**src/rtl/rv_boot_loader_if.sv**
```systemverilog
// Byte-stream input and memory write port of the boot loader.
// master = stream source / memory side, slave = the loader itself.
interface rv_boot_loader_if #(
  parameter int unsigned ADDR_WIDTH = 10
);
  logic                  in_valid;
  logic [7:0]            in_data;
  logic                  in_ready;
  logic                  mem_we;
  logic [ADDR_WIDTH-1:0] mem_addr;
  logic [31:0]           mem_wdata;

  modport master (
    output in_valid, in_data,
    input  in_ready, mem_we, mem_addr, mem_wdata
  );

  modport slave (
    input  in_valid, in_data,
    output in_ready, mem_we, mem_addr, mem_wdata
  );
endinterface

```
**src/rtl/rv_boot_loader.sv**
```systemverilog
// Framed byte-stream program loader: assembles LE words, writes memory from address 0,
// and holds the core in reset until a checksum-verified image has been written.
module rv_boot_loader #(
  parameter int unsigned ADDR_WIDTH     = 10,
  parameter int unsigned MAX_WORDS      = 1024,
  parameter int unsigned TIMEOUT_CYCLES = 1000000
) (
  input  logic              clk,
  input  logic              rst,
  input  logic              start,
  rv_boot_loader_if.slave   bus,
  output logic              core_rst,
  output logic              busy,
  output logic              done,
  output logic              error,
  output logic [15:0]       words_loaded
);

  typedef enum logic [2:0] {
    StIdle, StLenLo, StLenHi, StData, StCsum, StDone, StError
  } state_e;

  state_e                state_q, state_d;
  logic [7:0]            len_lo_q, len_lo_d;
  logic [15:0]           rem_q, rem_d;
  logic [1:0]            bcnt_q, bcnt_d;
  logic [23:0]           asm_q, asm_d;
  logic [ADDR_WIDTH-1:0] ptr_q, ptr_d;
  logic                  we_q, we_d;
  logic [31:0]           wdata_q, wdata_d;
  logic [7:0]            csum_q, csum_d;
  logic [31:0]           tmo_q, tmo_d;
  logic [15:0]           words_q, words_d;

  logic        accept;
  logic [15:0] len_full;

  assign busy     = (state_q == StLenLo) || (state_q == StLenHi) ||
                    (state_q == StData)  || (state_q == StCsum);
  assign accept   = bus.in_valid & busy;
  assign len_full = {bus.in_data, len_lo_q};

  assign bus.in_ready  = busy;
  assign bus.mem_we    = we_q;
  assign bus.mem_addr  = ptr_q;
  assign bus.mem_wdata = wdata_q;
  assign core_rst      = (state_q != StDone);
  assign done          = (state_q == StDone);
  assign error         = (state_q == StError);
  assign words_loaded  = words_q;

  always_comb begin
    state_d  = state_q;
    len_lo_d = len_lo_q;
    rem_d    = rem_q;
    bcnt_d   = bcnt_q;
    asm_d    = asm_q;
    ptr_d    = ptr_q;
    we_d     = 1'b0;
    wdata_d  = wdata_q;
    csum_d   = csum_q;
    tmo_d    = tmo_q;
    words_d  = words_q;

    // Pointer and count advance at the end of the write cycle.
    if (we_q) begin
      ptr_d   = ptr_q + 1'b1;
      words_d = words_q + 16'd1;
    end

    if (busy) begin
      tmo_d = accept ? 32'd0 : tmo_q + 32'd1;
    end

    if (accept && state_q != StCsum) begin
      csum_d = csum_q + bus.in_data;
    end

    unique case (state_q)
      StIdle, StDone, StError: begin
        if (start) begin
          state_d = StLenLo;
          csum_d  = 8'd0;
          tmo_d   = 32'd0;
          words_d = 16'd0;
          ptr_d   = '0;
          bcnt_d  = 2'd0;
        end
      end
      StLenLo: begin
        if (accept) begin
          len_lo_d = bus.in_data;
          state_d  = StLenHi;
        end
      end
      StLenHi: begin
        if (accept) begin
          rem_d  = len_full;
          bcnt_d = 2'd0;
          if (32'(len_full) > MAX_WORDS) state_d = StError;
          else if (len_full == 16'd0)    state_d = StCsum;
          else                           state_d = StData;
        end
      end
      StData: begin
        if (accept) begin
          bcnt_d = bcnt_q + 2'd1;
          case (bcnt_q)
            2'd0:    asm_d[7:0]   = bus.in_data;
            2'd1:    asm_d[15:8]  = bus.in_data;
            2'd2:    asm_d[23:16] = bus.in_data;
            default: begin
              we_d    = 1'b1;
              wdata_d = {bus.in_data, asm_q};
              rem_d   = rem_q - 16'd1;
              if (rem_q == 16'd1) state_d = StCsum;
            end
          endcase
        end
      end
      StCsum: begin
        if (accept) state_d = (bus.in_data == csum_q) ? StDone : StError;
      end
      default: state_d = StIdle;
    endcase

    // A stalled stream abandons the load; any partial word is dropped.
    if (busy && !accept && tmo_q == 32'(TIMEOUT_CYCLES - 1)) begin
      state_d = StError;
    end
  end

  always_ff @(posedge clk or negedge rst) begin
    if (!rst) begin
      state_q  <= StIdle;
      len_lo_q <= 8'd0;
      rem_q    <= 16'd0;
      bcnt_q   <= 2'd0;
      asm_q    <= 24'd0;
      ptr_q    <= '0;
      we_q     <= 1'b0;
      wdata_q  <= 32'd0;
      csum_q   <= 8'd0;
      tmo_q    <= 32'd0;
      words_q  <= 16'd0;
    end else begin
      state_q  <= state_d;
      len_lo_q <= len_lo_d;
      rem_q    <= rem_d;
      bcnt_q   <= bcnt_d;
      asm_q    <= asm_d;
      ptr_q    <= ptr_d;
      we_q     <= we_d;
      wdata_q  <= wdata_d;
      csum_q   <= csum_d;
      tmo_q    <= tmo_d;
      words_q  <= words_d;
    end
  end

endmodule

```
**src/flat_wrapper.sv**
```systemverilog
// flat-port wrapper written by rule: the top's interface ports become plain ports
module rv_boot_loader_flat 
#(
  parameter int unsigned ADDR_WIDTH     = 10,
  parameter int unsigned MAX_WORDS      = 1024,
  parameter int unsigned TIMEOUT_CYCLES = 1000000
)
  (clk, rst, start, core_rst, busy, done, error, words_loaded, bus_in_valid, bus_in_data, bus_in_ready, bus_mem_we, bus_mem_addr, bus_mem_wdata);
  rv_boot_loader_if #(.ADDR_WIDTH(ADDR_WIDTH)) bus_i ();
  input  logic clk;
  input  logic rst;
  input  logic start;
  output logic core_rst;
  output logic busy;
  output logic done;
  output logic error;
  output logic [15:0] words_loaded;
  input wire logic [$bits(bus_i.in_valid)-1:0] bus_in_valid;
  input wire logic [$bits(bus_i.in_data)-1:0] bus_in_data;
  output wire logic [$bits(bus_i.in_ready)-1:0] bus_in_ready;
  output wire logic [$bits(bus_i.mem_we)-1:0] bus_mem_we;
  output wire logic [$bits(bus_i.mem_addr)-1:0] bus_mem_addr;
  output wire logic [$bits(bus_i.mem_wdata)-1:0] bus_mem_wdata;
  assign bus_i.in_valid = bus_in_valid;
  assign bus_i.in_data = bus_in_data;
  assign bus_in_ready = bus_i.in_ready;
  assign bus_mem_we = bus_i.mem_we;
  assign bus_mem_addr = bus_i.mem_addr;
  assign bus_mem_wdata = bus_i.mem_wdata;
  rv_boot_loader #(.ADDR_WIDTH(ADDR_WIDTH), .MAX_WORDS(MAX_WORDS), .TIMEOUT_CYCLES(TIMEOUT_CYCLES)) u_core (.clk(clk), .rst(rst), .start(start), .bus(bus_i), .core_rst(core_rst), .busy(busy), .done(done), .error(error), .words_loaded(words_loaded));
endmodule
```
**config.mk**
```make
export PLATFORM = sky130hd
export DESIGN_NAME = rv_boot_loader_flat
export DESIGN_NICKNAME = d
export VERILOG_FILES = /design/src/rtl/rv_boot_loader_if.sv /design/src/rtl/rv_boot_loader.sv /design/src/flat_wrapper.sv
export SDC_FILE = /design/constraint.sdc
export NUM_CORES = 1
export LEC_CHECK = 0
export CAP_MARGIN = 10
export CORE_MARGIN = 2
export CORE_UTILIZATION = 25
export CTS_BUF_LIST = sky130_fd_sc_hd__clkbuf_8
export CTS_CLUSTER_DIAMETER = 30
export CTS_CLUSTER_SIZE = 40
export DETAILED_ROUTE_END_ITERATION = 8
export PLACE_DENSITY = 0.43
export SKIP_CTS_REPAIR_TIMING = 1
export SLEW_MARGIN = 10
export SYNTH_ARGS = -nofsm -noshare
export SYNTH_HDL_FRONTEND = slang
export SYNTH_SLANG_ARGS = --single-unit
```
**constraint.sdc**
```tcl
create_clock -name clk -period 2.8 [get_ports clk]
set_input_delay 0.56 -clock clk [delete_from_list [all_inputs] [get_ports clk]]
set_output_delay 0.56 -clock clk [all_outputs]
set_load 0.02 [all_outputs]
```
# ---- Word-level counts from Yosys, hierarchy flattened
# Cells that the tools add are included.
# Widths: inputs -> output; s select.
dict set report word_totals {
  input_bits 12
  wordCells 104
  regBits 152
}
dict set report op_classes {
  eq_ne 24
  bitwise_logic 2
  muxes 36
  magnitude_cmp 1
  add_sub_neg 6
  n_reduce_logical 22
}
# cell n
set ops {}
lappend ops {{$mux 32} 4}
lappend ops {{$mux 16} 6}
lappend ops {{$add 32x1->32 const B} 1}
lappend ops {{$eq 32x20->1 const B} 1}
lappend ops {{$pmux 16 s2} 1}
lappend ops {{$mux 10} 3}
lappend ops {{$mux 3} 10}
lappend ops {{$mux 8} 3}
lappend ops {{$add 16x1->16 const B} 1}
lappend ops {{$eq 16x1->1 const B} 1}
lappend ops {{$gt 16x11->1 const B} 1}
lappend ops {{$logic_not 16->1} 1}
lappend ops {{$sub 16x1->16 const B} 1}
lappend ops {{$ne 3x2->1 const B} 5}
lappend ops {{$pmux 3 s5} 1}
lappend ops {{$ne 3x3->1 const B} 4}
lappend ops {{$reduce_and 3->1} 4}
lappend ops {{$add 10x1->10 const B} 1}
lappend ops {{$eq 3x3->1 const B} 3}
lappend ops {{$add 8x8->8} 1}
lappend ops {{$eq 8x8->1} 1}
lappend ops {{$mux 2} 4}
lappend ops {{$reduce_and 4->1} 2}
lappend ops {{$reduce_and 7->1} 1}
lappend ops {{20 further kinds} 30}

# ---- Depth between registers and ports, before layout
# Gate-level depths: netlist of the first run.
dict set report logic_depth {
  word_depth 10
  mapped_depth 8
  depth_no_buf 7
}

# ---- Worst setup path after synthesis of the first run
# Ideal clock, no wire load.
dict set report synth_timing {
  kind {register to output}
  from {reg u_core.state_q[2]}
  to {out busy}
  t_required_ns 2.240
  path_buffers 3
  setup_slack_ns 0.621
  path_stages_with_launch 6
  arrival_ns 1.619
  cell_sequence {dfrtp_1 buf_2 or3_2 and2_1 clkbuf_1 buf_4}
}
dict set report synth_between {
  elab_chain_len 4
  word_cells_on_any_way 7
  cone_classes {eq/ne (4); reduce/logical (3)}
}
# element line
set synth_lines {}
lappend synth_lines {{start, declared} rv_boot_loader.sv:23} ;# state_e state_q, state_d;
lappend synth_lines {{start signal, assigned} rv_boot_loader.sv:135} ;# state_q <= StIdle;
lappend synth_lines {{start signal, assigned} rv_boot_loader.sv:147} ;# state_q <= state_d;
lappend synth_lines {{$eq 3x1->1 / $eq 3x2->1 (equally long branches)} rv_boot_loader.sv:38} ;# assign busy = (state_q == StLenLo) || (state_q == StLenHi) ||
lappend synth_lines {{$logic_or 1x1->1 (2 in a row)} rv_boot_loader.sv:38}
lappend synth_lines {{$logic_or 1x1->1 (*)} rv_boot_loader.sv:39} ;# (state_q == StData) || (state_q == StCsum);
lappend synth_lines {{end, declared} flat_wrapper.sv:14} ;# output logic busy;
# Mark *: on every way between the ends. The rest lies on a longest branch, timed or not.

# ---- Worst setup path in the final report of the first run
dict set report layout_timing {
  from {reg u_core.state_q[1]}
  to {out error}
}
dict set report layout_between {
  elab_chain_len 1
}
# element line
set layout_lines {}
lappend layout_lines {{$eq 3x3->1} rv_boot_loader.sv:49} ;# assign error = (state_q == StError);
lappend layout_lines {{end, declared} flat_wrapper.sv:16} ;# output logic error;
# No other way between the ends.

==> flow_summary_export.csv, run 1 <==
group,metric,value,unit
run_status,status,"completed",
setup_path,path_cells,"buf_4 > inv_1 > nor3b_1 > clkdlybuf4s50_1",
timing,rsz0062_at_grt,"false",
floorplanning,die_x,177,um
clock_tree,tritoncts,"done",
detailed_routing,vias_per_cell,4.66,
setup_path,cp-end-kind,"primary output",
timing,fmax,384,MHz
synthesis,synth_nets,748,
setup_path,regToRegSetupSlack,0.30,ns
placement,dpl.hpwl,13.9,mm
setup_path,reg2reg_depth,7,
setup_path,max_stage_delay,0.66,ns
setup_path,path_delay_family,"buffers and inverters",
setup_path,setup.worst_path.start_class,"flop",
placement,gp_congestion,0.836,
pwr,p_per_area,859,nW/um^2
job,maxCapViolCount,0,
clock_tree,cts_buffers,17,
synthesis,yosys.area.top_type_share,50.7,%
floorplanning,core,29600,um^2
timing,fin_crit_sh,93.1,%
global_routing,grt_max_degree,60,
detailed_routing,vias,5652,
global_routing,grt_overflow,0,
setup_path,cp.arrival,2.05,ns
detailed_routing,drc,0,
setup_path,criticalPathCategory,"flop to primary output",
placement,place_ws,0.156,ns
setup_path,path_max_fanout,14,
cells_and_area,syn2layout_area_growth,23.7,%
timing,hold_ws,0.0533,ns
clock_tree,clockRootBuffer,"clkbuf_8",
min_path,hold_path_class,"input pin to async pin",
pwr,vdd_drop_max,0.000251,V
clock_tree,clock_latency,0.45,ns
setup_path,r2r_start,"u_core.rem_q[1]$_DFFE_PN0P_",
cells_and_area,antenna_cells,0,
timing,tightestPinTransition,0.681,ns
detailed_routing,ant_nets,0,
timing,fin_ws,0.194,ns
timing,setup_tns,0,ns
setup_path,reg2reg_to,"u_core.state_q[0]$_DFFE_PN0P_",
synthesis,synth-edff-count,0,
global_routing,grt_pass1_wl,31.8,mm
setup_path,cp.depth,4,
synthesis,synth_flop_cell,"dfrtp_1",
floorplanning,dieArea,31400,um^2
floorplanning,start_util,25.4,%
timing,final_max_slew_viol_count,0,
floorplanning,die_height,177,um
detailed_routing,post_drt_wl_per_cell,16.3,um
timing,final-hold-violation-count,0,
synthesis,yosysTopAreaCell,"dfrtp_1",
synthesis,postSynthAreaPerCell,10.4,um^2
synthesis,synth_seq_area_share,50.7,%
clock_tree,cts_max_path_buffers,2,
pwr,p_leak,4.00,nW
timing,slew_headroom,54.2,%
timing,finClkSkew,0.0184,ns
timing,min_period,2.61,ns
synthesis,synth-seq-cells,152,
synthesis,syn_inst,719,
clock_tree,h-tree-depth,4,
setup_path,crit_buf_inv,3,
clock_tree,clk_pin_slew,0.10,ns
synthesis,synth_common_cells,"dfrtp_1, nor2_1, mux2_2, nand2_1, xnor2_1",
placement,port_buffers,75,
cells_and_area,fill_cells,3026,
synthesis,synth_area_leaders,"dfrtp_1, mux2_2, xnor2_1, nor2_1, nand2_1",
cells_and_area,drive_gt1_share,16.7,%
setup_path,crit_slowest_cell,"clkdlybuf4s50_1",
global_routing,grtUsageTotal,13.1,%
global_routing,grt_pass1_vias,5661,
clock_tree,clock_sinks,152,
synthesis,synth_area,7500,um^2
cells_and_area,nets,840,
synthesis,ys_warn_count,0,
setup_path,critPathRequiredTime,2.24,ns
synthesis,yosysMostFrequentCell,"dfrtp_1",
detailed_routing,drt_iter0_drc,265,
synthesis,postSynth.asyncResetShare,100,%
detailed_routing,wl,19.8,mm
floorplanning,io-pin-count,76,
timing,setup_viol,0,
detailed_routing,first_pass_iters,5,
global_routing,antenna_found_initial,1,
synthesis,synthDistinctLibCells,63,
floorplanning,core.rowCount,63,
[cell type report]
class | count | area, um^2 | area share [%]
Multi-Input combinational cell | 514 | 3480 | 37.5
Clock buffer | 18 | 248 | 2.67
Tap cell | 390 | 488 | 5.26
Inverter | 19 | 71.3 | 0.768
Sequential cell | 152 | 3800 | 41.0
Clock inverter | 14 | 148 | 1.59
Timing Repair Buffer | 107 | 1040 | 11.2
[sequential cells by signal (all words and copies together) (netlist names)]
register and count:
u_core.tmo_q 32, u_core.bus.mem_wdata 32, u_core.len_lo_q 8, u_core.bcnt_q 2
u_core.rem_q 16, u_core.words_loaded 16, u_core.state_q 3, u_core.csum_q 8
u_core.bus.mem_we 1, u_core.asm_q 24, u_core.bus.mem_addr 10
[report_power, final]
part           internal [mW]  leakage (nW)  switching (mW)
Sequential              2.76          2.01           0.425
Clock                  0.768         0.206           0.957
Combinational           1.37          1.78            1.69
Total                   4.90          4.00            3.07
[through the flow]
| step | util, % | cells | instance area, um^2 | total power, mW |
|---|---|---|---|---|
| floorplan | - | 719 | 7500 | 5.13 |
| global placement | 30.0 | 1182 | 8870 | 6.35 |
| detailed placement | 30.0 | 1182 | 8870 | 6.33 |
| CTS | 31.4 | 1214 | 9270 | 8.10 |
| global route | 31.4 | 1214 | 9280 | 8.54 |
| finish | 31.4 | 1214 | 9280 | 7.98 |
[layer usage]
metal	GRT usage (%)	part of all wire (%)	vias up
met4	3.72	0.92	0
met5	0	0	-
li1	-	-	2753
met3	2.79	2.8	9
met1	18.8	51	2809
met2	19.7	45	81
[how the worst max path moves through the flow]
stage	to	slack [ns]	start
floorplan	busy	0.62	u_core.state_q[2]$_DFFE_PN0P_
global placement	u_core.state_q[0]$_DFFE_PN0P_	0.18	bus_in_data[1]
detailed placement	u_core.state_q[0]$_DFFE_PN0P_	0.16	bus_in_data[1]
CTS	busy	-0.10	u_core.state_q[1]$_DFFE_PN0P_
global route	error	0.02	u_core.state_q[1]$_DFFE_PN0P_
finish	error	0.19	u_core.state_q[1]$_DFFE_PN0P_
[logic make-up (layout without fill, tap and decap cells)]
group           count (synthesis)  count (layout)  share of synthesized area, %
flops                         152             152                          50.7
simple gates                  279             279                          19.1
compound gates                105             105                          9.02
xor+xnor                       47              47                          5.49
mux                            66              66                          9.82
fa+ha+maj                      17              17                          2.93
buf+inv                        53             158                          2.95
[cells in the final DEF (no fill, tap or decap), types with 7 or more instances in the layout]
cell,synthesis,routed
o21ai_0,21,21
clkdlybuf4s50_1,0,70
buf_4,1,28
dfrtp_1,152,152
nor2_1,74,73
nor3_1,19,19
or4_1,15,15
and3_1,7,7
ha_1,16,16
o211ai_1,12,12
xnor2_1,32,32
nand4_1,13,13
inv_6,0,8
nand3_1,30,30
mux2_2,61,61
xor2_1,15,15
nor4_1,14,14
nand2_1,61,61
clkbuf_8,0,18
o22ai_1,9,9
a21oi_1,28,28
inv_1,19,19
Note: power is estimated with default switching activity, not from simulation.
==> inputs of run 2 (changes only) <==
==> constraint.sdc (replaced) <==
create_clock -name clk -period 3.34 [get_ports clk]
set_input_delay 0.668 -clock clk [delete_from_list [all_inputs] [get_ports clk]]
set_output_delay 0.668 -clock clk [all_outputs]
set_load 0.02 [all_outputs]
==> flow_summary_export.csv, run 2 (synthesis results as in run 1) <==
group,metric,value,unit
timing,tightestPinTransition,0.663,ns
pwr,vdd_drop_max,0.000268,V
clock_tree,clock_latency,0.46,ns
floorplanning,die_height,177,um
job,maxCapViolCount,0,
global_routing,grt_pass1_vias,5579,
cells_and_area,syn2layout_area_growth,22.1,%
placement,postPlaceCellArea,8790,um^2
timing,final_max_slew_viol_count,0,
timing,fin_crit_sh,90.4,%
detailed_routing,ant_nets,0,
timing,fmax,331,MHz
setup_path,r2r_start,"u_core.state_q[0]$_DFFE_PN0P_",
timing,finClkSkew,0.0183,ns
timing,rsz0062_at_grt,"false",
timing,final-hold-violation-count,0,
cells_and_area,layout_commonest_cell,"dfrtp_1",
setup_path,setup.worst_path.start_class,"flop",
floorplanning,core.rowCount,63,
setup_path,regToRegSetupSlack,0.66,ns
detailed_routing,post_drt_wl_per_cell,16.3,um
global_routing,grt_pass1_wl,31.7,mm
timing,setup_viol,0,
clock_tree,cts_buffers,17,
cells_and_area,nets,830,
floorplanning,die_x,177,um
cells_and_area,fin_area,9160,um^2
detailed_routing,drt_iter0_drc,263,
timing,setup_tns,0,ns
setup_path,cp.arrival,2.35,ns
floorplanning,start_util,25.4,%
detailed_routing,vias,5623,
clock_tree,clockRootBuffer,"clkbuf_8",
detailed_routing,first_pass_iters,4,
floorplanning,io-pin-count,76,
floorplanning,core,29600,um^2
timing,slew_headroom,55.7,%
setup_path,criticalPathCategory,"flop to primary output",
pwr,p_leak,3.89,nW
timing,min_period,3.02,ns
global_routing,grt_overflow,0,
cells_and_area,drive_gt1_share,15.5,%
setup_path,critPathRequiredTime,2.67,ns
placement,dpl.hpwl,13.5,mm
global_routing,antenna_found_initial,0,
min_path,hold_path_class,"input pin to async pin",
setup_path,cp-end-kind,"primary output",
placement,gp_congestion,0.786,
run_status,status,"completed",
clock_tree,cts_max_path_buffers,2,
detailed_routing,vias_per_cell,4.67,
clock_tree,h-tree-depth,4,
setup_path,max_stage_delay,0.58,ns
clock_tree,tritoncts,"done",
setup_path,crit_buf_inv,1,
placement,port_buffers,75,
setup_path,path_cells,"or3_2 > and2_1 > clkdlybuf4s50_1",
pwr,p_per_area,722,nW/um^2
detailed_routing,drc,0,
cells_and_area,layout_common_cells,"dfrtp_1, clkdlybuf4s50_1, nor2_1, nand2_1, mux2_2",
detailed_routing,wl,19.7,mm
global_routing,grt_max_degree,59,
setup_path,path_max_fanout,8,
setup_path,crit_slowest_cell,"clkdlybuf4s50_1",
floorplanning,dieArea,31400,um^2
setup_path,reg2reg_depth,6,
cells_and_area,antenna_cells,0,
setup_path,reg2reg_to,"u_core.state_q[0]$_DFFE_PN0P_",
clock_tree,clock_sinks,152,
setup_path,path_delay_family,"simple AND/OR/NAND/NOR gates",
global_routing,grtUsageTotal,13.0,%
clock_tree,clk_pin_slew,0.10,ns
## run 2: cell count changes in the layout (fill, tap and decap cells not counted), sizes merged
cell and change:
clkbuf -1, clkinvlp +2, dlymetal6s2s -4, clkdlybuf4s50 +4, inv -1, buf -10
## run 2: worst register-to-register path, stage by stage (launching register included)
cell and delay [ns]:
dfrtp_1 0.54, buf_4 0.37, nand2_1 0.19, or2_2 0.44, o2bb2ai_1 0.48, o21ba_2 0.24
a221o_1 0.31
## run 2: how the worst max path moves through the flow
stage | end | slack [ns] | cells after the start | start
4_1_cts | busy | 0.27 | 3 | u_core.state_q[1]$_DFFE_PN0P_
3_5_place_dp | u_core.csum_q[6]$_DFF_PN0_ | 0.50 | 7 | bus_in_data[1]
2_1_floorplan | busy | 1.05 | 5 | u_core.state_q[2]$_DFFE_PN0P_
5_1_grt | bus_in_ready | 0.20 | 3 | u_core.state_q[1]$_DFFE_PN0P_
3_3_place_gp | u_core.csum_q[6]$_DFF_PN0_ | 0.50 | 7 | bus_in_data[1]
6_report | bus_in_ready | 0.32 | 3 | u_core.state_q[1]$_DFFE_PN0P_
## run 2: layout make-up
class                   count  area (um^2)
flip-flops and latches    152         3800
repair buffers             97          942
inverters                  19         71.3
clock buffers              17          234
fillers                  3007        20400
well taps                 390          488
clock inverters            15          143
multi-input cells         514         3480
## run 2: stage by stage
step                cells  util (%)  hold WS, ns  total power [mW]  worst slack, ns
finish               1204      31.0        0.120              6.62            0.321
global route         1204      31.0        0.113              7.07            0.197
CTS                  1204      31.0        0.119              6.70            0.268
detailed placement   1172      29.7        0.469              5.27            0.496
global placement     1172      29.7        0.460              5.27            0.500
floorplan             719         -        0.372              4.30             1.05
## run 2: per-layer routing
| layer | track usage [%] | vias to the layer above | wire [um] |
|---|---|---|---|
| met1 | 19.5 | 2812 | 10200 |
| met4 | 3.20 | 0 | 148 |
| li1 | - | 2736 | - |
| met5 | 0 | - | 0 |
| met2 | 19.1 | 67 | 8790 |
| met3 | 2.53 | 8 | 535 |
## run 2: where the power goes
part           leakage [nW]  internal, mW  total [mW]  switching (mW)
clock network         0.193         0.608        1.40           0.794
logic                  1.69          1.12        2.50            1.38
registers              2.01          2.31        2.71           0.396
total                  3.89          4.05        6.62            2.57
==> inputs of run 3 (changes only) <==
--- a/config.mk
+++ b/config.mk
@@ -12,9 +12,9 @@
 export CTS_CLUSTER_DIAMETER = 30
 export CTS_CLUSTER_SIZE = 40
 export DETAILED_ROUTE_END_ITERATION = 8
+export GPL_ROUTABILITY_DRIVEN = 0
 export PLACE_DENSITY = 0.43
 export SKIP_CTS_REPAIR_TIMING = 1
-export SLEW_MARGIN = 10
 export SYNTH_ARGS = -nofsm -noshare
 export SYNTH_HDL_FRONTEND = slang
 export SYNTH_SLANG_ARGS = --single-unit
==> results of run 3 <==
Same layout as run 2: the final DEF is identical, and so are final timing and power.
